<file path="src/rtl/keypad_debounce_controller.sv">
// Keypad front end: synchronizes raw key lines, arbitrates the lowest pressed
// key, drives a shared external debounce delay, hands the accepted key code to
// a valid/ready consumer and waits for a full release before re-arming.
module keypad_debounce_controller #(
    parameter int unsigned NUM_KEYS       = 10,
    parameter int unsigned TIMEOUT        = 255,
    parameter int unsigned RELEASE_CYCLES = 16
) (
    input  logic                clock,
    input  logic                reset_n,
    input  logic [NUM_KEYS-1:0] keys,
    output logic                deb_run,
    input  logic                deb_done,
    output logic [3:0]          key_code,
    output logic                key_valid,
    input  logic                key_ready,
    output logic                busy,
    output logic                timeout_err
);

    localparam int unsigned WD_W = $clog2(TIMEOUT + 1);
    localparam int unsigned RC_W = $clog2(RELEASE_CYCLES + 1);

    localparam logic [WD_W-1:0] WD_MAX = WD_W'(TIMEOUT);
    localparam logic [RC_W-1:0] RC_MAX = RC_W'(RELEASE_CYCLES);

    typedef enum logic [1:0] {
        IDLE,
        PRESS_WAIT,
        OUTPUT,
        RELEASE_WAIT
    } state_t;

    // Synchronizer stages; skeys is the only view of the keys used below.
    logic [NUM_KEYS-1:0] sync1_q;
    logic [NUM_KEYS-1:0] sync2_q;
    logic [NUM_KEYS-1:0] skeys;

    state_t              state_q, state_d;
    logic [3:0]          sel_q, sel_d;
    logic [WD_W-1:0]     wd_q, wd_d;
    logic [RC_W-1:0]     rel_q, rel_d;
    logic [3:0]          key_code_q, key_code_d;
    logic                timeout_err_d;

    logic                deb_run_q;
    logic                key_valid_q;
    logic                busy_q;
    logic                timeout_err_q;

    // Derived views of the synchronized keys
    logic                any_key;
    logic [3:0]          first_idx;
    logic                sel_hit;
    logic [WD_W-1:0]     wd_inc;
    logic [RC_W-1:0]     rel_inc;

    assign skeys = sync2_q;

    // Two-flop synchronizer for the asynchronous key lines
    always_ff @(posedge clock) begin
        if (!reset_n) begin
            sync1_q <= '0;
            sync2_q <= '0;
        end else begin
            sync1_q <= keys;
            sync2_q <= sync1_q;
        end
    end

    // Lowest-index pressed key, and whether the latched key is still down
    always_comb begin
        any_key   = 1'b0;
        first_idx = '0;
        sel_hit   = 1'b0;
        for (int unsigned i = 0; i < NUM_KEYS; i++) begin
            if (skeys[i] && !any_key) begin
                any_key   = 1'b1;
                first_idx = 4'(i);
            end
            if (4'(i) == sel_q) begin
                sel_hit = skeys[i];
            end
        end
    end

    // Saturating increments for the watchdog and release counters
    always_comb begin
        wd_inc  = (wd_q == WD_MAX) ? wd_q : wd_q + WD_W'(1);
        rel_inc = (rel_q == RC_MAX) ? rel_q : rel_q + RC_W'(1);
    end

    // Next-state and datapath decisions
    always_comb begin
        state_d       = state_q;
        sel_d         = sel_q;
        wd_d          = wd_q;
        rel_d         = rel_q;
        key_code_d    = key_code_q;
        timeout_err_d = 1'b0;

        case (state_q)
            IDLE: begin
                if (any_key) begin
                    sel_d   = first_idx;
                    wd_d    = '0;
                    state_d = PRESS_WAIT;
                end
            end

            PRESS_WAIT: begin
                wd_d = wd_inc;
                // deb_done is tested first so it wins over a coincident expiry
                if (deb_done) begin
                    if (sel_hit) begin
                        key_code_d = sel_q;
                        state_d    = OUTPUT;
                    end else begin
                        state_d = IDLE;
                    end
                end else if (wd_inc == WD_MAX) begin
                    timeout_err_d = 1'b1;
                    rel_d         = '0;
                    state_d       = RELEASE_WAIT;
                end
            end

            OUTPUT: begin
                // key_valid is high throughout OUTPUT, so ready alone completes
                if (key_ready) begin
                    rel_d   = '0;
                    state_d = RELEASE_WAIT;
                end
            end

            RELEASE_WAIT: begin
                if (any_key) begin
                    rel_d = '0;
                end else begin
                    rel_d = rel_inc;
                    if (rel_inc == RC_MAX) begin
                        state_d = IDLE;
                    end
                end
            end

            default: begin
                state_d = IDLE;
            end
        endcase
    end

    // State, counters and registered outputs
    always_ff @(posedge clock) begin
        if (!reset_n) begin
            state_q       <= IDLE;
            sel_q         <= '0;
            wd_q          <= '0;
            rel_q         <= '0;
            key_code_q    <= '0;
            deb_run_q     <= 1'b0;
            key_valid_q   <= 1'b0;
            busy_q        <= 1'b0;
            timeout_err_q <= 1'b0;
        end else begin
            state_q       <= state_d;
            sel_q         <= sel_d;
            wd_q          <= wd_d;
            rel_q         <= rel_d;
            key_code_q    <= key_code_d;
            // Outputs are decoded from the next state so they line up with state_q
            deb_run_q     <= (state_d == PRESS_WAIT);
            key_valid_q   <= (state_d == OUTPUT);
            busy_q        <= (state_d != IDLE);
            timeout_err_q <= timeout_err_d;
        end
    end

    assign deb_run     = deb_run_q;
    assign key_valid   = key_valid_q;
    assign key_code    = key_code_q;
    assign busy        = busy_q;
    assign timeout_err = timeout_err_q;

endmodule

</file>
<file path="config.mk">
export PLATFORM = sky130hd
export DESIGN_NAME = keypad_debounce_controller
export DESIGN_NICKNAME = d
export VERILOG_FILES = /design/src/rtl/keypad_debounce_controller.sv
export SDC_FILE = /design/constraint.sdc
export NUM_CORES = 1
export LEC_CHECK = 0
export ABC_AREA = 1
export CORE_UTILIZATION = 40
export CTS_BUF_LIST = sky130_fd_sc_hd__clkbuf_2
export DETAILED_ROUTE_END_ITERATION = 12
export MAX_ROUTING_LAYER = met4
export PLACE_DENSITY_LB_ADDON = 0.05
export SKIP_LAST_GASP = 1
export SLEW_MARGIN = 0
export SYNTH_ARGS = -nofsm -noshare
export SYNTH_HDL_FRONTEND = slang
export SYNTH_SLANG_ARGS = --single-unit
</file>
<file path="constraint.sdc">
create_clock -name clock -period 2.3 [get_ports clock]
set_clock_uncertainty 0.15 [all_clocks]
set_input_delay 0.575 -clock clock [delete_from_list [all_inputs] [get_ports clock]]
set_output_delay 0.575 -clock clock [all_outputs]
set_load 0.05 [all_outputs]
</file>
## Word level (Yosys, flattened, before mapping)

Index checks and enable logic that the tools add are counted.

| word-level totals | value |
|---|---|
| output and inout bits | 8 |
| input bits | 14 |
| flip-flop bits (word level) | 47 |
| word-level logic and storage cells | 112 |

| operators by class | value |
|---|---|
| reduce and logical (&&, ||, !) cells | 28 |
| equality and inequality tests | 22 |
| multiplexer cells | 47 |
| $add $sub $neg | 2 |
| bitwise gates (word level) | 2 |

Operators by type and width:

| operator | number |
|---|---|
| 4-bit 2-to-1 mux | 8 |
| 5-bit 2-to-1 mux | 5 |
| 1-bit 2-to-1 mux | 22 |
| 3-bit by 4-bit equality test with 1-bit output, first input constant | 4 |
| 8-bit equality test, second input constant | 2 |
| 8-bit 2-to-1 mux | 2 |
| 8-bit one-hot mux with 2 select lines | 1 |
| 5-bit one-hot mux with 3 select lines | 1 |
| 2-bit 2-to-1 mux | 7 |
| 5-bit equality test, second input constant | 2 |
| 1-bit logical AND | 9 |
| 1-bit logical NOT | 9 |
| 8-bit by 1-bit adder with 8-bit output, second input constant | 1 |
| 2-bit by 4-bit equality test with 1-bit output, first input constant | 2 |
| 4-bit equality test, first input constant | 2 |
| 2-bit != test, second input constant | 4 |
| 2-bit one-hot mux with 4 select lines | 1 |
| 2-bit equality test, second input constant | 3 |
| 5-bit by 1-bit adder with 5-bit output, second input constant | 1 |
| 1-bit by 4-bit equality test with 1-bit output, first input constant | 1 |
| 2-bit by 1-bit equality test with 1-bit output, second input constant | 2 |
| 4-bit logical NOT | 1 |
| 2-bit AND reduction | 2 |
| 4-bit AND reduction | 1 |
| 6 further kinds | 8 |

## Logic depth before layout (Yosys ltp)

| logic depth | value |
|---|---|
| depth after elaboration | 31 |
| depth in mapped cells | 15 |
| depth with buffers taken out | 15 |

## Worst setup path after synthesis

No wires, ideal clock.

| timing | value |
|---|---|
| path kind | reg2reg |
| start point | register wd_q[0] |
| end point | register rel_q[4] |
| period minus slack after synthesis | 1746 ps |
| setup time | 113 ps |
| path buffers | 0 |
| arrival | 1483 ps |
| cell stages (with the launch flop) | 15 |
| data required time | 2037 ps |
| path slack | 554 ps |
| path through | dfxtp_1 ha_1 inv_1 nor2_4 nand2_4 nand2_1 nand2_1 inv_2 nand2_1 nor2_2 nand2_2 nand2_4 nand2_4 nor2_1 nor2_1 |

| on the way | value |
|---|---|
| cells in the longest elaborated chain, start to end | 5 |
| elaborated cells on any way between the ends | 6 |
| classes of those cells | 1 x add/sub; 3 x eq/ne; 1 x mux; 1 x reduce/logical |

Ends and longest elaborated chain:

| what | RTL line | text |
|---|---|---|
| start: declaration | 41 | `logic [WD_W-1:0] wd_q, wd_d;` |
| start signal: assignment | 168 | `wd_q <= wd_d;` |
| 8-bit by 1-bit adder with 8-bit output or 8-bit equality test (tied branches) | 89 | `wd_inc = (wd_q == WD_MAX) ? wd_q : wd_q + WD_W'(1);` |
| 8-bit 2-to-1 mux * | 89 |  |
| 8-bit equality test * | 121 | `end else if (wd_inc == WD_MAX) begin` |
| 2-bit != test (no source line) * | n/a |  |
| 4-bit AND reduction (no source line) * | n/a |  |
| end signal: assignment | 169 | `rel_q <= rel_d;` |
| end: declaration | 42 | `logic [RC_W-1:0] rel_q, rel_d;` |

Mark *: on every way between the ends. The rest lies on a longest branch, timed or not.
A chain may end at the register's enable or synchronous reset.

## Final worst setup path

| timing | value |
|---|---|
| start point | register wd_q[0] |
| end point | register key_valid_q, in the netlist key_valid |

| on the way | value |
|---|---|
| cells in the longest elaborated chain, start to end | 7 |
| elaborated cells on any way between the ends | 8 |
| classes of those cells | 1 x add/sub; 3 x eq/ne; 4 x mux |

Ends and longest elaborated chain:

| what | RTL line | text |
|---|---|---|
| 8-bit by 1-bit adder with 8-bit output or 8-bit equality test (tied branches) | 89 |  |
| 8-bit 2-to-1 mux * | 89 |  |
| 8-bit equality test * | 121 |  |
| 2-bit 2-to-1 mux * | 121 |  |
| 2-bit 2-to-1 mux * | 114 | `if (deb_done) begin` |
| 2-bit one-hot mux with 4 select lines * | 102 | `case (state_q)` |
| 2-bit equality test * | 173 | `key_valid_q <= (state_d == OUTPUT);` |
| end signal: assignment | 173 |  |
| end: declaration | 47 | `logic key_valid_q;` |

Marks and branches as above.

==> flow_metrics.py <==
metrics = {
    "status": {
        "status": "finished, final reports clean",
    },
    "timing": {
        "rsz0062_at_grt": "false",
        "worst_hold_slack_ns": 0.281,
        "min_period_ns": 2.05,
        "finalMaxSlewViolations": 0,
        "fmaxAchievable_mhz": 488,
        "tns_ns": 0,
        "hold_violations": 0,
        "finalCritPeriodShare": 0.891,
        "worst_slew_pin_slew_ns": 0.491,
        "max_slew_margin": 0.674,
        "setup_viol_count_final": 0,
    },
    "die": {
        "die_x_um": 77.2,
        "dieArea_um2": 5950,
        "ios": 22,
        "coreArea_um2": 5470,
        "die_y_um": 77.2,
        "rows": 27,
        "initial_utilization": 0.413,
    },
    "setup_path": {
        "crit_arrival_ns": 2.26,
        "start_kind": "flop",
        "path_max_fanout": 8,
        "crit_start": "wd_q[0]$_SDFFE_PN0P_",
        "endpoint_kind": "flop",
        "crit_family": "simple AND/OR/NAND/NOR gates",
        "r2r_start": "wd_q[0]$_SDFFE_PN0P_",
        "regToRegSetupSlack_ns": 0.25,
        "crit_chain": "ha_1 -> inv_1 -> nor2_4 -> nand2_4 -> o21ai_1 -> nand2_1 -> nor2_2 -> nand3_1 -> nand3_1 -> nand2_1 -> nor2_1",
        "worstRegToRegCells": 11,
        "path_class": "reg2reg",
        "cp.required_ns": 2.51,
        "regToRegEndpoint": "key_valid$_SDFF_PN0_",
        "critPathSlowestCell": "dfxtp_1",
        "cp_num_buf_inv": 1,
        "critPathMaxStageDelay_ns": 0.45,
    },
    "clock_tree": {
        "clkTransAtPathRegs_ns": 0.23,
        "worstSkewPairLatency_ns": 0.40,
        "clockBufferDepth": 2,
        "cts_buffers": 5,
        "htree_levels": 2,
        "cts_tree": "built",
        "clock_sink_count": 47,
        "post-cts-setup-buffers": 0,
        "clk_root_buffer_cell": "clkbuf_2",
    },
    "drt": {
        "drt_iter0_markers": 72,
        "drtAntennaViolNets": 0,
        "wl_per_cell_um": 9.92,
        "vias_per_cell": 4.59,
        "drtPass1Iterations": 4,
        "dr_total_vias": 1963,
        "drc": 0,
        "wl_um": 4250,
    },
    "grt": {
        "track_usage": 0.158,
        "grt_overflow_total": 0,
        "grt_pass1_vias": 1741,
        "antenna_found_initial": 0,
        "grt_pass1_wl_um": 7350,
        "grt_max_degree": 21,
    },
    "logic_synthesis": {
        "synth_edf_count": 0,
        "synth_area_um2": 2260,
        "syn_area_per_cell_um2": 6.87,
        "synth_top_area_cell": "dfxtp_1",
        "synth_cell_types": 32,
        "synth_top_area_share": 0.416,
        "synth-seq-cells": 47,
        "synth_warnings": 0,
        "synth_flop_cell": "dfxtp_1",
        "ys_seq_area_frac": 0.416,
        "async_reset_ff_frac": 0,
        "synthesis.nets": 346,
        "synth_cells": 329,
        "synthTopCellsByArea": "dfxtp_1 (42%), nand2_1 (17%), inv_1 (10%)",
    },
    "placed_design": {
        "gp_congestion": 0.839,
        "hpwl_um": 3210,
        "place_area_um2": 2560,
        "dp_cells": 420,
        "place.port_buffers": 21,
    },
    "hold_path": {
        "hold_path_depth": 2,
        "hp-start": "sync1_q[6]$_SDFF_PN0_",
        "hold_path_end": "skeys[6]$_SDFF_PN0_",
        "hp-class": "reg2reg",
    },
    "layout": {
        "stdcell_count": 428,
        "n_fill_cell": 604,
        "syn2layout_area_growth_pct": 14.8,
        "diodes": 0,
        "drive_above_1_share": 0.0871,
        "stdcell_area_um2": 2590,
        "nNetsFinal": 372,
    },
    "power": {
        "p_clk_frac": 0.213,
        "p_per_area_nw_per_um2": 615,
        "peakVddDrop_mv": 0.386,
        "swShare": 0.332,
        "p_int_mw": 1.07,
        "power_frac_comb": 0.217,
        "leakage_nw": 1.28,
        "p_switching_mw": 0.529,
        "p_seq_frac": 0.570,
    },
    "run": {
        "cap_violations": 0,
    },
}
-- cell usage in the layout (no fill, tap or decap), types with 4 or more instances in the layout --
cell and n:
a21oi_1 19, clkbuf_2 6, clkdlybuf4s50_1 13, dfxtp_1 47, dlygate4sd2_1 8, inv_1 60, nand2_1 100, nand2_4 4
nand3_1 18, nand4_1 4, nor2_1 25, nor2_4 4, o211ai_1 4, o21ai_0 10
-- cells by family (layout without fill, tap and decap cells) --
group / Yosys count / count (layout) / synth area share
flops: 47 / 47 / 0.416
simple gates: 171 / 171 / 0.353
buf+inv: 68 / 95 / 0.115
xor+xnor: 2 / 2 / 0.00775
compound gates: 38 / 38 / 0.0914
fa+ha+maj: 3 / 3 / 0.0166
-- Yosys cell counts, types with 4 or more instances --
library cell / number
o211ai_1: 4
dfxtp_1: 47
a21oi_1: 19
nand2_4: 4
nand2_1: 100
nand3_1: 18
nor2_1: 25
o21ai_0: 10
inv_1: 60
nand4_1: 4
nor2_4: 4
-- worst max path at each step --
stage	endpoint	slack, ns	cells after the start
2_1_floorplan	rel_q[4]$_SDFFE_PN0P_	0.55	14
3_3_place_gp	rel_q[0]$_SDFFE_PN0P_	0.21	7
3_5_place_dp	rel_q[0]$_SDFFE_PN0P_	0.19	7
4_1_cts	key_code[2]	0.23	1
5_1_grt	key_valid$_SDFF_PN0_	0.03	13
6_report	key_valid$_SDFF_PN0_	0.25	11
-- worst reg2reg max path, stage by stage, from the launching register on --
cell,delay (ns)
dfxtp_1,0.45
ha_1,0.22
inv_1,0.08
nor2_4,0.17
nand2_4,0.10
o21ai_1,0.12
nand2_1,0.09
nor2_2,0.17
nand3_1,0.14
nand3_1,0.12
nand2_1,0.09
nor2_1,0.10
-- cell type report --
cell class	instances	area, µm²	area share
Inverter	63	239	0.0921
Clock inverter	2	12.5	0.00482
Sequential cell	47	941	0.363
Clock buffer	6	30.0	0.0116
Timing Repair Buffer	24	223	0.0859
Multi-Input combinational cell	214	1060	0.408
Tap cell	72	90.1	0.0347
-- per-layer routing --
layer / track usage / wire length (µm)
met5: - / 0
met4: 0.0660 / 74
met3: 0.0321 / 104
met2: 0.265 / 1990
met1: 0.181 / 2080
-- through the flow --
step                      worst slack [ns]   util  power (mW)
after floorplan                      0.554      -        1.17
after global placement               0.209  0.468        1.28
after detailed placement             0.194  0.468        1.28
after CTS                            0.229  0.474        1.62
after global routing                0.0314  0.474        1.69
final                                0.250  0.474        1.59
-- flip-flops by register name, indices dropped and copies added (netlist names) --
signal       count
rel_q            5
state_q          2
timeout_err      1
skeys           10
deb_run          1
key_code         4
sync1_q         10
wd_q             8
key_valid        1
busy             1
sel_q            4
-- power by group through the flow --
stage / Sequential [mW] / Clock, mW / Combinational [mW]
after floorplan: 0.958 / 0 / 0.216
after global placement: 0.926 / 0 / 0.356
after detailed placement: 0.927 / 0 / 0.357
after CTS: 0.910 / 0.360 / 0.349
after global routing: 0.919 / 0.390 / 0.385
final: 0.909 / 0.339 / 0.346
-- what timing repair did --
item | in CTS | in global routing
endpoints found under the setup margin | 8 | 0
resized for setup | 8 | 0
endpoints found under the hold margin | 0 | 0
hold buffers | 0 | 0
Power figures use the tool's default switching activity.
